`src/rtl/regfile_debug_port.sv`:
```
// -----------------------------------------------------------------------------
// regfile_debug_port
//   Debug-side access port to the RV32 integer register file (x0-x31).
//   Takes one read/write command at a time over a valid/ready handshake.
//   For each command it:
//     1. halts the core,
//     2. reads or writes one GPR through the register file ports,
//     3. returns a response on a second valid/ready channel.
//   Only one command is in flight: no new command is accepted until the
//   response has been consumed.
//
// Ports
//   clk, rst_n                  clock (rising edge), async active-low reset
//   dbg_valid_i / dbg_ready_o   command handshake (ready only while idle)
//   dbg_write_i                 1 = write GPR, 0 = read GPR
//   dbg_addr_i                  GPR index
//   dbg_wdata_i                 write data
//   dbg_rvalid_o / dbg_rready_i response handshake
//   dbg_rdata_o                 read data (0 for writes and errors)
//   dbg_err_o                   halt timeout, no access performed
//   halt_req_o / halted_i       core halt request / acknowledge
//   rf_raddr_o / rf_rdata_i     register file async read port
//   rf_we_o                     register file write enable
//   rf_waddr_o / rf_wdata_o     register file write address / data
// -----------------------------------------------------------------------------
module regfile_debug_port #(
  parameter int ADDR_WIDTH   = 5,
  parameter int DATA_WIDTH   = 32,
  parameter int HALT_TIMEOUT = 255
) (
  input  logic                  clk,
  input  logic                  rst_n,
  input  logic                  dbg_valid_i,
  output logic                  dbg_ready_o,
  input  logic                  dbg_write_i,
  input  logic [ADDR_WIDTH-1:0] dbg_addr_i,
  input  logic [DATA_WIDTH-1:0] dbg_wdata_i,
  output logic                  dbg_rvalid_o,
  input  logic                  dbg_rready_i,
  output logic [DATA_WIDTH-1:0] dbg_rdata_o,
  output logic                  dbg_err_o,
  output logic                  halt_req_o,
  input  logic                  halted_i,
  output logic [ADDR_WIDTH-1:0] rf_raddr_o,
  input  logic [DATA_WIDTH-1:0] rf_rdata_i,
  output logic                  rf_we_o,
  output logic [ADDR_WIDTH-1:0] rf_waddr_o,
  output logic [DATA_WIDTH-1:0] rf_wdata_o
);

  localparam int CNT_WIDTH = $clog2(HALT_TIMEOUT + 1);
  localparam logic [CNT_WIDTH-1:0] CNT_LAST = CNT_WIDTH'(HALT_TIMEOUT - 1);
  localparam logic [CNT_WIDTH-1:0] CNT_ONE  = CNT_WIDTH'(32'd1);
  localparam logic [CNT_WIDTH-1:0] CNT_ZERO = {CNT_WIDTH{1'b0}};
  localparam logic [DATA_WIDTH-1:0] DATA_ZERO = {DATA_WIDTH{1'b0}};
  localparam logic [ADDR_WIDTH-1:0] ADDR_ZERO = {ADDR_WIDTH{1'b0}};

  typedef enum logic [1:0] {
    ST_IDLE   = 2'd0,
    ST_HALT   = 2'd1,
    ST_ACCESS = 2'd2,
    ST_RESP   = 2'd3
  } state_t;

  state_t                state_r, state_nxt_s;
  logic [CNT_WIDTH-1:0]  cnt_r, cnt_nxt_s;
  logic                  cmd_write_r, cmd_write_nxt_s;
  logic [ADDR_WIDTH-1:0] cmd_addr_r, cmd_addr_nxt_s;
  logic [DATA_WIDTH-1:0] cmd_wdata_r, cmd_wdata_nxt_s;
  logic                  rvalid_r, rvalid_nxt_s;
  logic [DATA_WIDTH-1:0] rdata_r, rdata_nxt_s;
  logic                  err_r, err_nxt_s;
  logic                  ready_r, ready_nxt_s;
  logic                  halt_req_r, halt_req_nxt_s;
  logic                  rf_we_r, rf_we_nxt_s;

  // Next-state and next-output decode; every output is registered from these.
  always_comb begin
    state_nxt_s     = state_r;
    cnt_nxt_s       = cnt_r;
    cmd_write_nxt_s = cmd_write_r;
    cmd_addr_nxt_s  = cmd_addr_r;
    cmd_wdata_nxt_s = cmd_wdata_r;
    rvalid_nxt_s    = 1'b0;
    rdata_nxt_s     = rdata_r;
    err_nxt_s       = err_r;

    case (state_r)
      ST_IDLE: begin
        if (dbg_valid_i && ready_r) begin
          cmd_write_nxt_s = dbg_write_i;
          cmd_addr_nxt_s  = dbg_addr_i;
          cmd_wdata_nxt_s = dbg_wdata_i;
          cnt_nxt_s       = CNT_ZERO;
          rdata_nxt_s     = DATA_ZERO;
          err_nxt_s       = 1'b0;
          state_nxt_s     = ST_HALT;
        end else begin
          state_nxt_s = ST_IDLE;
        end
      end

      ST_HALT: begin
        // halted_i is checked first so it wins over a same-cycle expiry.
        if (halted_i) begin
          cnt_nxt_s   = CNT_ZERO;
          state_nxt_s = ST_ACCESS;
        end else if (cnt_r == CNT_LAST) begin
          rdata_nxt_s = DATA_ZERO;
          err_nxt_s   = 1'b1;
          state_nxt_s = ST_RESP;
        end else begin
          cnt_nxt_s = cnt_r + CNT_ONE;
        end
      end

      ST_ACCESS: begin
        // The RF read is asynchronous; raddr has been stable since the
        // command was latched, so rf_rdata_i is valid here.
        if (cmd_write_r) begin
          rdata_nxt_s = DATA_ZERO;
        end else begin
          rdata_nxt_s = rf_rdata_i;
        end
        err_nxt_s   = 1'b0;
        state_nxt_s = ST_RESP;
      end

      ST_RESP: begin
        // rvalid rises one cycle after entering RESP; the response
        // registers are loaded by then and stay frozen until consumed.
        if (rvalid_r && dbg_rready_i) begin
          rvalid_nxt_s = 1'b0;
          state_nxt_s  = ST_IDLE;
        end else begin
          rvalid_nxt_s = 1'b1;
        end
      end

      default: begin
        state_nxt_s = ST_IDLE;
      end
    endcase

    ready_nxt_s    = (state_nxt_s == ST_IDLE);
    halt_req_nxt_s = (state_nxt_s == ST_HALT) || (state_nxt_s == ST_ACCESS) ||
                     ((state_nxt_s == ST_RESP) && !err_nxt_s);
    // A write to x0 is dropped: the enable never rises for index 0.
    rf_we_nxt_s    = (state_nxt_s == ST_ACCESS) && cmd_write_nxt_s &&
                     (cmd_addr_nxt_s != ADDR_ZERO);
  end

  // FSM state register.
  always_ff @(posedge clk or negedge rst_n) begin
    if (!rst_n) begin
      state_r <= ST_IDLE;
    end else begin
      state_r <= state_nxt_s;
    end
  end

  // Datapath and output registers.
  always_ff @(posedge clk or negedge rst_n) begin
    if (!rst_n) begin
      cnt_r       <= CNT_ZERO;
      cmd_write_r <= 1'b0;
      cmd_addr_r  <= ADDR_ZERO;
      cmd_wdata_r <= DATA_ZERO;
      rvalid_r    <= 1'b0;
      rdata_r     <= DATA_ZERO;
      err_r       <= 1'b0;
      ready_r     <= 1'b1;
      halt_req_r  <= 1'b0;
      rf_we_r     <= 1'b0;
    end else begin
      cnt_r       <= cnt_nxt_s;
      cmd_write_r <= cmd_write_nxt_s;
      cmd_addr_r  <= cmd_addr_nxt_s;
      cmd_wdata_r <= cmd_wdata_nxt_s;
      rvalid_r    <= rvalid_nxt_s;
      rdata_r     <= rdata_nxt_s;
      err_r       <= err_nxt_s;
      ready_r     <= ready_nxt_s;
      halt_req_r  <= halt_req_nxt_s;
      rf_we_r     <= rf_we_nxt_s;
    end
  end

  assign dbg_ready_o  = ready_r;
  assign dbg_rvalid_o = rvalid_r;
  assign dbg_rdata_o  = rdata_r;
  assign dbg_err_o    = err_r;
  assign halt_req_o   = halt_req_r;
  assign rf_we_o      = rf_we_r;
  // RF address/data come straight from the latched command registers, so
  // they are stable for the whole transaction, not only during ACCESS.
  assign rf_raddr_o   = cmd_addr_r;
  assign rf_waddr_o   = cmd_addr_r;
  assign rf_wdata_o   = cmd_wdata_r;

endmodule

```
`config.mk`:
```
export PLATFORM = sky130hd
export DESIGN_NAME = regfile_debug_port
export DESIGN_NICKNAME = d
export VERILOG_FILES = /design/src/rtl/regfile_debug_port.sv
export SDC_FILE = /design/constraint.sdc
export NUM_CORES = 1
export LEC_CHECK = 0
export CAP_MARGIN = 40
export CORE_ASPECT_RATIO = 0.75
export CORE_MARGIN = 5
export CORE_UTILIZATION = 40
export DETAILED_ROUTE_END_ITERATION = 16
export GPL_TIMING_DRIVEN = 0
export PLACE_DENSITY = 0.77
export SLEW_MARGIN = 20
export SYNTH_ARGS = -nofsm -noshare
export SYNTH_HDL_FRONTEND = slang
export SYNTH_SLANG_ARGS = --single-unit
```
`constraint.sdc`:
```
create_clock -name clk -period 1.9 [get_ports clk]
set_input_delay 0.19 -clock clk [delete_from_list [all_inputs] [get_ports clk]]
set_output_delay 0.19 -clock clk [all_outputs]
set_load 0.02 [all_outputs]
```
* Word level (Yosys, flattened, before mapping)
Index checks and enable logic that the tools add are counted.
** Storage, ports and cells
- Register bits after elaboration :: 85
- Output and inout port bits :: 79
- Logic and storage cells :: 63
** Cells by class
- Add/sub/neg operators :: 1
- Eq/ne operators :: 11
- Multiplexer cells :: 24
- Reductions and logical operators :: 16
** Operators by type and width (count)
- 2-to-1 mux 32 bit :: 4
- case mux 32 bit (3 select lines) :: 1
- 2-to-1 mux 8 bit :: 3
- case mux 8 bit (2 select lines) :: 1
- 2-to-1 mux 5 bit :: 2
- adder 8 x 1 -> 8 bit, second input constant :: 1
- equality test 2 bit, second input constant :: 4
- equality test 8 bit, second input constant :: 1
- 2-to-1 mux 1 bit :: 8
- case mux 2 bit (4 select lines) :: 1
- 2-to-1 mux 2 bit :: 3
- != test 2 bit, second input constant :: 3
- logical AND 1 bit :: 5
- nonzero test 5 bit :: 1
- equality test 2 x 1 -> 1 bit, second input constant :: 2
- logical NOT 2 bit :: 2
- AND reduction 4 bit :: 1
- != test 3 bit, second input constant :: 1
- case mux 1 bit (3 select lines) :: 1
- AND reduction 3 bit :: 1
- nonzero test 3 bit :: 1
- logical OR 1 bit :: 2
- AND reduction 2 bit :: 1
- nonzero test 2 bit :: 1
- logical NOT 1 bit :: 1

* Depth between registers and ports, before layout
Gate-level depths: netlist (run 1).
- Word-level depth :: 7
- Depth in mapped cells :: 9
- Depth with buffers taken out :: 9

* Worst setup path after synthesis (run 1)
OpenSTA, ideal clock, no wires.
- Path kind :: register -> register
- From :: reg ready_r (netlist: dbg_ready_o)
- To :: reg cmd_addr_r[0] (netlist: rf_raddr_o[0])
- Arrival :: 1549 ps
- Required time :: 1775 ps
- Path slack :: 227 ps
- Stages on the path, launching flop included :: 5
- Path buffers :: 2
- Clock period less this slack :: 1673 ps
- Cells stage by stage :: dfstp_2 and4bb_2 buf_4 buf_4 mux2_2
** Between the ends
- Cells in the longest elaborated chain, start to end :: 3
** RTL lines
- start: declaration :: line 73 : logic ready_r, ready_nxt_s;
- start signal: assignment :: line 183 : ready_r <= ready_nxt_s;
- logical AND 1 bit :: line 90 : if (dbg_valid_i && ready_r) begin
- 2-to-1 mux 5 bit :: line 90
- 2-to-1 mux 5 bit :: line 88 : case (state_r)
- via cmd_addr_nxt_s[0] :: line 68 : logic [ADDR_WIDTH-1:0] cmd_addr_r, cmd_addr_nxt_s;
- end signal: assignment :: line 178 : cmd_addr_r <= cmd_addr_nxt_s;
- end: declaration :: line 68
The timed path passes the listed nets, and every way through them passes these cells.
A chain may end at the register's enable or synchronous reset.

* Worst setup path after layout (run 1)
- From :: reg ready_r (netlist: dbg_ready_o)
- To :: reg cmd_addr_r[1] (netlist: rf_raddr_o[1])
Same word-level chain as after synthesis.

==> flow_summary.ini, run 1 <==
[detailed_routing]
postRouteAntennaNets = 0
first_pass_iters = 4
vias_per_cell = 5.12
num_vias = 2686
routed_wl_um = 9270
drc = 0
drt_iter0_drc = 97
wl_per_cell_um = 17.7

[synthesis]
synth_area_per_cell_um2 = 14.1
synth_seq_area_share = 0.613
synth_area_um2 = 3470
synthFlopType = dfrtp_1
synth_top_area_share = 0.605
yosys.area.top_type = dfrtp_1
synth_cell_types = 37
synth.area.top_cells = dfrtp_1, mux2_2, a22o_1, ha_1, o31ai_1
synthArstFlopShare = 1.00
synth-edff-count = 0
ys_top_cells_by_count = dfrtp_1, mux2_2, a22o_1
yosys.cell_count.top_type = dfrtp_1
ys_ff_latch = 85
synth_warnings = 0
syn-num-nets = 326
syn_inst = 246

[grt]
grt_overflow_total = 0
antenna_found_initial = 0
grt_max_degree = 44
grt_usage = 0.174
grt_pass1_wl_um = 15100
grt_pass1_vias = 2898

[final_layout]
fillers = 647
syn_to_final_growth_pct = 58.2
antenna_cells = 0
layout-drive-gt1-share = 0.194
post-route-util = 0.650
nets = 492

[critical_path]
startpoint_type = flip-flop
r2r-end = rf_raddr_o[1]$_DFF_PN0_
ff2ff_setup_slack_ns = 0.09
crit_top_cell = buf_4
worstRegToRegCells = 4
endpoint_kind = flip-flop
worstPathCellList = and4bb_2, buf_4, buf_4, mux2_2
worstPathMaxFanout = 10
reg2reg_from = dbg_ready_o$_DFF_PN1_
cpLargestDelayFamily = flip-flops
worst-path-buf-inv = 2
cpMaxStageDelayCell = dfstp_2
critical_path_arrival_ns = 2.02
worstSetupPathType = reg2reg
worst_ep_required_time_ns = 2.11
setup.worst_path.start = dbg_ready_o$_DFF_PN1_
critical_path.max_stage_delay_ns = 0.59

[power]
power_density_nw_per_um2 = 1590
p_sw_mw = 3.03
peakVddDrop_uv = 934
total_power_mw = 8.75
internal-power_mw = 5.72
swShare = 0.346
p_clk_frac = 0.207
power_leakage_nw = 2.40
seqPwrFrac = 0.335
combPwrFrac = 0.458

[worst_hold_path]
holdCritPathClass = in2async

[timing]
setup_viol = 0
tightest_slew_ns = 0.562
min_period_ns = 1.81
clock_skew_ns = 0.00699
period_share = 0.953
grt_setup_unrepaired = false
fmax_ghz = 0.552
relSlewSlack = 0.625
setup_tns_ns = 0
slew_violations = 0
hold_viol = 0

[clocking]
clkTransAtPathRegs_ns = 0.07
cts_made_buffers = 9
cts.htree.levels = 3
worstSkewPairLatency_ns = 0.33
post-cts-setup-buffers = 0
cts_max_path_buffers = 2
cts-root-buf = clkbuf_16
cts_tree = built
cts.sinks = 85

[floorplanning]
row_count = 29
core-area_um2 = 8450
die-height_um = 90.7
start_util = 0.411
io-pin-count = 154
die_area_um2 = 10700
fp.dieW_um = 118

[job]
maxCapViolCount = 0

[placed_design]
gp_congestion = 0.761
portBuffers = 153
dp_hpwl_um = 6850

[outcome]
run_status = finished clean
==> layer usage <==
| layer | global-route usage | up-vias | share of wire |
|---|---|---|---|
| met5 | 0 | - | 0 |
| li1 | - | 1247 | - |
| met2 | 0.253 | 137 | 0.43 |
| met4 | 0.0468 | 0 | 0.014 |
| met3 | 0.0920 | 12 | 0.11 |
| met1 | 0.227 | 1290 | 0.44 |
==> power by group through the flow <==
stage                     sequential [mW]  clock (mW)  combinational [mW]
after floorplan                      3.73           0                1.26
after global placement               2.93           0                3.95
after detailed placement             2.95           0                4.03
after CTS                            2.93        1.86                4.05
after global routing                 3.03        1.94                4.27
final                                2.93        1.81                4.01
==> cells by family after synthesis <==
kind of cell               share of synthesized area
and+or+nand+nor                               0.0519
adders and majority gates                     0.0180
AOI/OAI and AO/OA                              0.150
buffers and inverters                         0.0447
DFF                                            0.613
muxes                                          0.123
==> placed cells by master (no fill, tap or decap), types with 2 or more instances in the layout <==
cell type	n
buf_2	4
or4_1	5
clkdlybuf4s50_1	152
dfrtp_1	84
clkbuf_16	9
a22o_2	2
nand2_1	8
o21a_1	2
a22o_1	30
ha_1	5
a21boi_1	4
nor2_1	4
nor3_1	2
o21ai_0	3
buf_4	8
o31ai_1	7
clkbuf_8	2
a21o_1	3
clkbuf_1	4
buf_6	4
mux2_2	38
a21oi_1	4
inv_1	7
==> how the worst max path moves through the flow <==
stage,endpoint,depth (start not counted)
floorplan,rf_raddr_o[0]$_DFF_PN0_,4
global placement,rf_wdata_o[10]$_DFFE_PN0P_,1
global route,rf_raddr_o[1]$_DFF_PN0_,4
CTS,halt_req_o$_DFF_PN0_,8
finish,rf_raddr_o[1]$_DFF_PN0_,4
detailed placement,rf_wdata_o[28]$_DFFE_PN0P_,5
==> area by class of cell <==
cell class / count / area (um^2) / area share
inverter: 7 / 26.3 / 0.00478
tap: 108 / 135 / 0.0246
clock inverter: 4 / 55.1 / 0.0100
multi-input combinational: 136 / 1210 / 0.219
clock buffer: 12 / 256 / 0.0467
timing repair buffer: 155 / 1560 / 0.284
buffer: 18 / 129 / 0.0235
sequential: 85 / 2130 / 0.387
==> flip-flops by register name (all words and copies together), names as in the netlist <==
| signal | flops |
|---|---|
| dbg_ready_o | 1 |
| rf_wdata_o | 32 |
| state_r | 2 |
| dbg_rvalid_o | 1 |
| dbg_err_o | 1 |
| halt_req_o | 1 |
| rf_we_o | 1 |
| cnt_r | 8 |
| dbg_rdata_o | 32 |
| rf_raddr_o | 5 |
| cmd_write_r | 1 |
==> through the flow <==
stage | area [um^2] | setup slack, ns | hold WS, ns | cells
2_1_floorplan | 3470 | 0.227 | -0.106 | 246
3_3_place_gp | 5140 | -2.43 | 0.471 | 507
3_5_place_dp | 5160 | -0.0979 | 0.225 | 508
4_1_cts | 5480 | 0.0831 | 0.407 | 525
5_1_grt | 5500 | 0.0305 | 0.441 | 525
6_report | 5500 | 0.0899 | 0.392 | 525
==> what timing repair did <==
| item | in CTS | in global routing |
|---|---|---|
| endpoints found under the hold margin | 42 | 0 |
| hold buffers | 1 | 0 |
| setup endpoints to repair | 0 | 3 |
| gates resized for setup | 0 | 3 |
No activity file was read; power rests on OpenSTA's default activity.
==> run 2: changes to the inputs <==
clock period = 1.95 ns   (was 1.9 ns; I/O delays follow)
==> flow_summary.ini, run 2 (synthesized netlist as in run 1, its figures left out) <==
[clocking]
cts_max_path_buffers = 2
post-cts-setup-buffers = 0
cts.sinks = 85
cts.htree.levels = 3
cts_tree = built
cts_made_buffers = 9
clkTransAtPathRegs_ns = 0.07
worstSkewPairLatency_ns = 0.33
cts-root-buf = clkbuf_16

[detailed_routing]
routed_wl_um = 9250
wl_per_cell_um = 17.6
postRouteAntennaNets = 0
drc = 0
drt_iter0_drc = 96
num_vias = 2667
vias_per_cell = 5.08
first_pass_iters = 4

[placed_design]
post-place-ws_ns = -0.0529
dp_hpwl_um = 6850
portBuffers = 153
post_dp_cell_area_um2 = 5160
gp_congestion = 0.761

[power]
combPwrFrac = 0.457
power_leakage_nw = 2.40
internal-power_mw = 5.57
p_clk_frac = 0.207
seqPwrFrac = 0.335
power_density_nw_per_um2 = 1550
swShare = 0.346
p_sw_mw = 2.94
peakVddDrop_uv = 910

[grt]
antenna_found_initial = 0
grt_pass1_wl_um = 15100
grt_max_degree = 44
grt_overflow_total = 0
grt_usage = 0.174
grt_pass1_vias = 2898

[timing]
period_share = 0.929
slew_violations = 0
tightest_slew_ns = 0.624
relSlewSlack = 0.581
hold_viol = 0
clock_skew_ns = 0.00719
fmax_ghz = 0.552
worst_hold_slack_ns = 0.396
worst_slack_ns = 0.138
min_period_ns = 1.81
grt_setup_unrepaired = false
setup_viol = 0

[critical_path]
critical_path_arrival_ns = 2.02
worstPathMaxFanout = 10
crit_top_cell = buf_4
worst-path-buf-inv = 2
startpoint_type = flip-flop
worst_ep_required_time_ns = 2.16
cpMaxStageDelayCell = dfstp_2
worstPathCellList = and4bb_2, buf_4, buf_4, mux2_2
critical_path.max_stage_delay_ns = 0.59
cpLargestDelayFamily = flip-flops
endpoint_kind = flip-flop
worstSetupPathType = reg2reg

[final_layout]
fillers = 648
final_common_cell = clkdlybuf4s50_1
final_cell_mix = clkdlybuf4s50_1, dfrtp_1, mux2_2
syn_to_final_growth_pct = 57.9
post-route-util = 0.649
antenna_cells = 0
nets = 492
final_cell_area_um2 = 5490
layout-drive-gt1-share = 0.189

[floorplanning]
start_util = 0.411
io-pin-count = 154
row_count = 29
core-area_um2 = 8450
fp.dieW_um = 118
die-height_um = 90.7
die_area_um2 = 10700

[worst_hold_path]
holdCritPathClass = in2async

[outcome]
run_status = finished clean

[job]
maxCapViolCount = 0
run 2: changes by cell type in the layout (fill, tap and decap cells not counted):
cell	change
nor3_1	+1
nor3_2	-1
o31ai_1	+1
o31ai_2	-1
run 2: metrics by stage:
step                      power (mW)  setup TNS [ns]  cells
after detailed placement        6.79          -0.429    508
after global routing            8.98               0    525
after floorplan                 4.86               0    246
after CTS                       8.61               0    525
final                           8.51               0    525
after global placement          6.71         -201.80    507
run 2: worst reg2reg max path: cells and delay by family (launching register included):
kind / cells / cell delay, ns
AND/OR/NAND/NOR: 1 / 0.33
flip-flops: 1 / 0.59
multiplexers: 1 / 0.35
buffers and inverters: 2 / 0.42
run 2: metal layers:
metal,track usage,wire length (um)
met2,0.253,4000
met1,0.227,4100
met3,0.0920,1020
met4,0.0468,126
met5,0,0
run 2: what timing repair did:
item	CTS	global route
endpoints found under the hold margin	42	0
gates resized for setup	0	1
setup endpoints to repair	0	1
hold buffers	1	0
run 2: worst paths after layout:
path | start | to | slack [ns] | cells after the start
setup / recovery | dbg_ready_o$_DFF_PN1_ | rf_raddr_o[1]$_DFF_PN0_ | 0.14 | 4
hold / removal | rst_n | rf_raddr_o[3]$_DFF_PN0_ | 0.40 | 2
setup reg to reg | dbg_ready_o$_DFF_PN1_ | rf_raddr_o[1]$_DFF_PN0_ | 0.14 | 4
hold reg to reg | dbg_rdata_o[31]$_DFFE_PN0P_ | dbg_rdata_o[31]$_DFFE_PN0P_ | 0.50 | 1
max in group asynchronous | rst_n | dbg_ready_o$_DFF_PN1_ | 0.87 | 3
min in group clk | dbg_rready_i | dbg_rvalid_o$_DFF_PN0_ | 0.45 | 2
run 2: area by class of cell:
type | instances | area [um^2] | area share
clock buffer | 12 | 256 | 0.0468
multi-input combinational | 136 | 1200 | 0.218
timing repair buffer | 155 | 1560 | 0.284
sequential | 85 | 2130 | 0.388
inverter | 7 | 26.3 | 0.00479
buffer | 18 | 129 | 0.0235
clock inverter | 4 | 55.1 | 0.0100
tap | 108 | 135 | 0.0246
run 2: power groups by stage:
stage,Sequential (mW),Combinational [mW],Clock (mW)
floorplan,3.63,1.23,0
global placement,2.85,3.85,0
detailed placement,2.87,3.92,0
CTS,2.86,3.95,1.81
global route,2.95,4.14,1.89
finish,2.86,3.89,1.77
